<file path="src/rtl/sort_check_control.sv">
// Sort-check scan controller: edge-triggered start, datapath strobes, Moore
// result flags and a saturating count of CHECK cycles.
module sort_check_control #(
  parameter int unsigned MAX_CHECK = 32
) (
  input  logic       clock,
  input  logic       reset,
  input  logic       go,
  input  logic       inversion_found,
  input  logic       end_of_array,
  input  logic       zero_length_array,
  output logic       load_input,
  output logic       load_index,
  output logic       select_index,
  output logic       busy,
  output logic       done,
  output logic       sorted,
  output logic       timeout,
  output logic [5:0] check_cycles
);

  typedef enum logic [2:0] {
    S_IDLE     = 3'd0,
    S_LOAD     = 3'd1,
    S_CHECK    = 3'd2,
    S_SORTED   = 3'd3,
    S_UNSORTED = 3'd4,
    S_TIMEOUT  = 3'd5
  } state_t;

  localparam logic [5:0] LAST_CHECK = 6'(MAX_CHECK - 1);
  localparam logic [5:0] CNT_MAX    = 6'd63;

  state_t     state_q, state_d;
  logic       go_q;
  logic [5:0] cnt_q, cnt_d;
  logic       start;

  assign start        = go & ~go_q;
  assign check_cycles = cnt_q;

  always_ff @(posedge clock or posedge reset) begin
    if (reset) begin
      state_q <= S_IDLE;
      go_q    <= 1'b0;
      cnt_q   <= 6'd0;
    end else begin
      state_q <= state_d;
      go_q    <= go;
      cnt_q   <= cnt_d;
    end
  end

  always_comb begin
    state_d      = state_q;
    cnt_d        = cnt_q;
    load_input   = 1'b0;
    load_index   = 1'b0;
    select_index = 1'b0;
    busy         = 1'b0;
    done         = 1'b0;
    sorted       = 1'b0;
    timeout      = 1'b0;

    case (state_q)
      S_IDLE: begin
        if (start) begin
          state_d = S_LOAD;
          cnt_d   = 6'd0;
        end
      end

      S_LOAD: begin
        load_input = 1'b1;
        load_index = 1'b1;
        busy       = 1'b1;
        cnt_d      = 6'd0;
        state_d    = S_CHECK;
      end

      S_CHECK: begin
        load_index   = 1'b1;
        select_index = 1'b1;
        busy         = 1'b1;
        cnt_d        = (cnt_q == CNT_MAX) ? CNT_MAX : cnt_q + 6'd1;
        // End-of-array beats inversion: the pair past the last element is invalid.
        if (zero_length_array)       state_d = S_SORTED;
        else if (end_of_array)       state_d = S_SORTED;
        else if (inversion_found)    state_d = S_UNSORTED;
        else if (cnt_q == LAST_CHECK) state_d = S_TIMEOUT;
      end

      S_SORTED, S_UNSORTED, S_TIMEOUT: begin
        done    = 1'b1;
        sorted  = (state_q == S_SORTED);
        timeout = (state_q == S_TIMEOUT);
        if (start) begin
          state_d = S_LOAD;
          cnt_d   = 6'd0;
        end
      end

      default: begin
        state_d = S_IDLE;
        cnt_d   = 6'd0;
      end
    endcase
  end

endmodule

</file>
<file path="config.mk">
export PLATFORM = sky130hd
export DESIGN_NAME = sort_check_control
export DESIGN_NICKNAME = d
export VERILOG_FILES = /design/src/rtl/sort_check_control.sv
export SDC_FILE = /design/constraint.sdc
export NUM_CORES = 1
export LEC_CHECK = 0
export ABC_CLOCK_PERIOD_IN_PS = 4200
export BUFFER_PORTS_ARGS = -buffer_cell sky130_fd_sc_hd__buf_2
export CAP_MARGIN = 0
export CELL_PAD_IN_SITES_DETAIL_PLACEMENT = 1
export CELL_PAD_IN_SITES_GLOBAL_PLACEMENT = 2
export CORE_MARGIN = 4
export CORE_UTILIZATION = 30
export DETAILED_ROUTE_END_ITERATION = 12
export PLACE_DENSITY_LB_ADDON = 0.25
export SLEW_MARGIN = 30
export SYNTH_ARGS = -nofsm -noshare
export SYNTH_HDL_FRONTEND = slang
export SYNTH_SLANG_ARGS = --single-unit
</file>
<file path="constraint.sdc">
create_clock -name clock -period 4.2 [get_ports clock]
set_input_delay 0.84 -clock clock [delete_from_list [all_inputs] [get_ports clock]]
set_output_delay 0.84 -clock clock [all_outputs]
set_load 0.02 [all_outputs]
</file>
---- Yosys cells after proc, flatten, opt, wreduce, memory -nomap -nowiden ----
Cells that the tools add are included.
storage, ports and cells
  bits in registers ....................... 10
  output and inout bits ................... 13
  logic and storage cells ................. 35
cells by class
  add/subtract/negate cells ............... 1
  equality and inequality tests ........... 9
  multiplexer cells ....................... 15
  bitwise logic cells ..................... 2
  reduce and logical (&&, ||, !) cells .... 5
operator list
  operator                                                count
  two-way mux 3 bit                                       5
  two-way mux 6 bit                                       2
  case mux 6 bit (2 select lines)                         1
  case mux 3 bit (3 select lines)                         1
  adder 6 x 1 -> 6 bit (second input constant)            1
  == test 3 x 2 -> 1 bit (second input constant)          2
  == test 3 bit (second input constant)                   2
  == test 6 x 5 -> 1 bit (second input constant)          1
  == test 6 bit (second input constant)                   1
  two-way mux 1 bit                                       6
  inequality test 5 bit (second input constant)           1
  OR reduction 4 bit                                      1
  == test 3 x 1 -> 1 bit (second input constant)          1
  logical NOT 3 bit                                       1
  OR reduction 3 bit                                      1
  inequality test 2 x 1 -> 1 bit (second input constant)  1
  AND reduction 2 bit                                     1
  OR reduction 2 bit                                      1
  AND 1 bit                                               1
  NOT 1 bit                                               1

---- Depth between registers and ports, before layout ----
  depth in word-level cells ............... 6
  mapped depth ............................ 5
  gate-level depth less buffers ........... 5

---- Worst setup path after synthesis ----
Ideal clock, no wire load.
  path type ............................... register to output
  start ................................... register state_q[2]
  end ..................................... output port load_index
  arrival ................................. 1.368 ns
  required time ........................... 3.360 ns
  path slack .............................. 1.992 ns
  stages on the path, launching flop included .. 5
  cell sequence ........................... dfrtp_1 -> nand2b_2 -> nor2_1 -> or2_2 -> buf_4
on the way
  longest elaborated chain between the ends .. 3
  elaborated cells on any way between the ends .. 4
RTL lines
  element                                                           RTL line  RTL
  start, declared                                                   34        state_t state_q, state_d;
  start signal, assigned                                            48        state_q <= state_d;
  == test 3 x 2 -> 1 bit or == test 3 x 1 -> 1 bit (tied branches)  n/a
  OR reduction 2 bit (no line) (*)                                  n/a
  two-way mux 1 bit (*)                                             n/a
  end, declared                                                     13        output logic load_index,
Mark *: on every way between the ends. The rest lies on a longest branch, timed or not.

---- Final worst setup path ----
  start ................................... register state_q[1]
  end ..................................... output port busy
on the way
  longest elaborated chain between the ends .. 3
  elaborated cells on any way between the ends .. 4
RTL lines
  element                                                           RTL line  RTL
  == test 3 x 2 -> 1 bit or == test 3 x 1 -> 1 bit (tied branches)  65        case (state_q)
  OR reduction 2 bit (no line) (*)                                  n/a
  two-way mux 1 bit (*)                                             65
  end, declared                                                     15        output logic busy,
Marks and branches as above.

==> out/qor.yml <==
run_status:
  outcome: "completed"
clock_tree:
  cts-root-buf: "clkbuf_4"
  cts_tree: "yes"
  post_cts_buffers: 0
  clkTransAtPathRegs_ns: 0.07
  ctsHoldBuffers: 0
  cts.htree.levels: 1
  cts_buffers: 3
  cts_num_sinks: 10
  ctsResizeCount: 0
  clk_path_buf_depth: 2
  worst_skew_pair.late_latency_ns: 0.27
global_routing:
  antenna_found_initial: 0
  grt_pass1_wl_um: 2720
  grt_max_degree: 13
  grt-ovfl-total: 0
  grt_pass1_vias: 563
  grtUsageTotal: 0.135
synth:
  synth_compound_area_frac: 0.237
  synth_top_area_cell: "dfrtp_1"
  avgSynthCellArea_um2: 9.35
  synth.distinct_cells: 32
  synth_flop_cell: "dfrtp_1"
  synth_top_family_by_area: "simple AND/OR/NAND/NOR gates"
  synth_edf_count: 0
  syn-num-nets: 73
  yosys.area_share.xor_xnor: 0.0264
  syn-cell-area_um2: 617
  synthArstFlopShare: 1.00
  synthAdderAreaFrac: 0.0203
  ys_seq_area_frac: 0.406
  synthTopCellsByArea: "dfrtp_1 41%, a22o_1 4.3%, buf_4 3.7%"
  yosys_register_bits: 10
  synth-simple-area-share: 0.256
  synth_top_area_frac: 0.406
  synthMuxAreaShare: 0
  syn_inst: 66
  yosysWarnings: 0
critical_path:
  crit_type: "flop to output port"
  r2r-end: "state_q[0]$_DFFE_PP0P_"
  crit_required_ns: 3.36
  ff2ff_path_depth: 3
  startpoint: "state_q[1]$_DFFE_PP0P_"
  ff2ff_setup_slack_ns: 2.44
  r2r_start: "state_q[1]$_DFFE_PP0P_"
  start_kind: "flop"
  crit_arrival_ns: 1.88
  worst_setup_path_end_kind: "output port"
  worstPathMaxFanout: 12
timing:
  fmax_ghz: 0.367
  drv_slew: 0
  whs_ns: 0.528
  period_share: 0.648
  post-route-min-period_ns: 2.72
  fin_setup_tns_ns: 0
  fin_skew_ns: 0.00343
  slew_headroom: 0.496
  worstMarginPinSlew_ns: 0.753
  hold_viol: 0
  rsz0062_at_grt: "no"
  final-setup-viol-count: 0
place:
  dp.cells: 108
  io_buffers: 18
  placed_area_um2: 718
  place_hpwl_um: 1290
  gp_congestion: 0.770
run:
  maxCapViolCount: 0
pwr:
  finalPower_mw: 0.551
  vdd_drop_max_mv: 0.303
  leakagePower_nw: 0.358
  cellPowerDensity_nw_per_um2: 730
routing:
  via_per_inst: 4.95
  wire_per_inst_um: 14.8
  routed-wl-met2_um: 767
  met3_wirelength_um: 37
  wl_met1_um: 855
  antenna_left: 0
  wirelength_um: 1660
  first_pass_iters: 3
  dr.max_layer_used: "met3"
  drc: 0
  drt_iter0_drc: 5
  num_vias: 554
finish:
  layout.cells.most_common: "buf_2"
  antenna-diode-count: 0
  fin_area_um2: 754
  area.sequential_um2: 250
  drive_gt1_frac: 0.376
  stdcell_count: 112
  fin_nets: 93
  n_fill_cell: 248
  multi_input_area_um2: 333
  area.growth.synth_to_final_pct: 22.3
  layout_common_cells: "18 x buf_2, 10 x dfrtp_1"
floorplanning:
  core-area_um2: 1960
  start_util: 0.314
  fp.dieW_um: 53.3
  die-area_um2: 2850
  std_cell_rows: 16
  die_height_um: 53.3
  io_pins: 19
worst_hold_path:
  min_from: "state_q[2]$_DFFE_PP0P_"
  holdPathEnd: "state_q[1]$_DFFE_PP0P_"
  holdPathStages: 1
  hold_path.class: "flop to flop"
==> sequential cells by signal, summed over array words and instances, names as in the netlist <==
| signal | cells |
|---|---|
| go_q | 1 |
| state_q | 3 |
| check_cycles | 6 |
==> power breakdown <==
group / internal [mW] / switching (mW) / leakage, nW
clock: 0.0526 / 0.0355 / 0.0210
combinational: 0.121 / 0.186 / 0.207
sequential: 0.118 / 0.0379 / 0.130
==> stage by stage <==
| step | util | worst slack (ns) |
|---|---|---|
| 3_3_place_gp | 0.366 | 1.80 |
| 4_1_cts | 0.385 | 1.45 |
| 2_1_floorplan | - | 1.99 |
| 3_5_place_dp | 0.366 | 1.75 |
| 5_1_grt | 0.385 | 1.33 |
| 6_report | 0.385 | 1.48 |
==> per-layer routing <==
metal,vias up,track usage
li1,282,-
met1,263,0.202
met2,9,0.192
met3,0,0.0338
met4,0,0.0255
met5,-,0
==> area by class of cell <==
cell class | instances | share of cell area
inverters | 3 | 0.0149
well taps | 27 | 0.0448
flip-flops and latches | 10 | 0.332
clock buffers | 4 | 0.0481
repair buffers | 18 | 0.119
multi-input cells | 50 | 0.441
==> worst max-delay path by stage <==
stage	to	slack [ns]	cells past startpoint
3_5_place_dp	busy	1.75	3
4_1_cts	busy	1.45	3
5_1_grt	busy	1.33	3
2_1_floorplan	load_index	1.99	4
3_3_place_gp	load_index	1.80	3
6_report	busy	1.48	3
==> cells in the mapped netlist, types with 2 or more instances <==
master / count
a21oi_1: 4
a22o_1: 3
a31oi_1: 2
buf_4: 3
dfrtp_1: 10
inv_1: 3
nand2_1: 4
nand2_2: 2
nand2b_1: 2
nand3_1: 2
nor2_1: 4
nor3_1: 4
o21ai_0: 4
==> cells by family after synthesis <==
logic type | Yosys count
and+or+nand+nor | 27
AOI/OAI and AO/OA | 21
DFF | 10
buffers and inverters | 6
xor gates and xnor gates | 1
adders and majority gates | 1
==> worst max-delay path, cell delays in order (launching register included) <==
cell and delay [ns]:
dfrtp_1 0.53, nor3b_2 0.70, or2_2 0.23, buf_2 0.16
No activity file was read; power rests on OpenSTA's default activity.
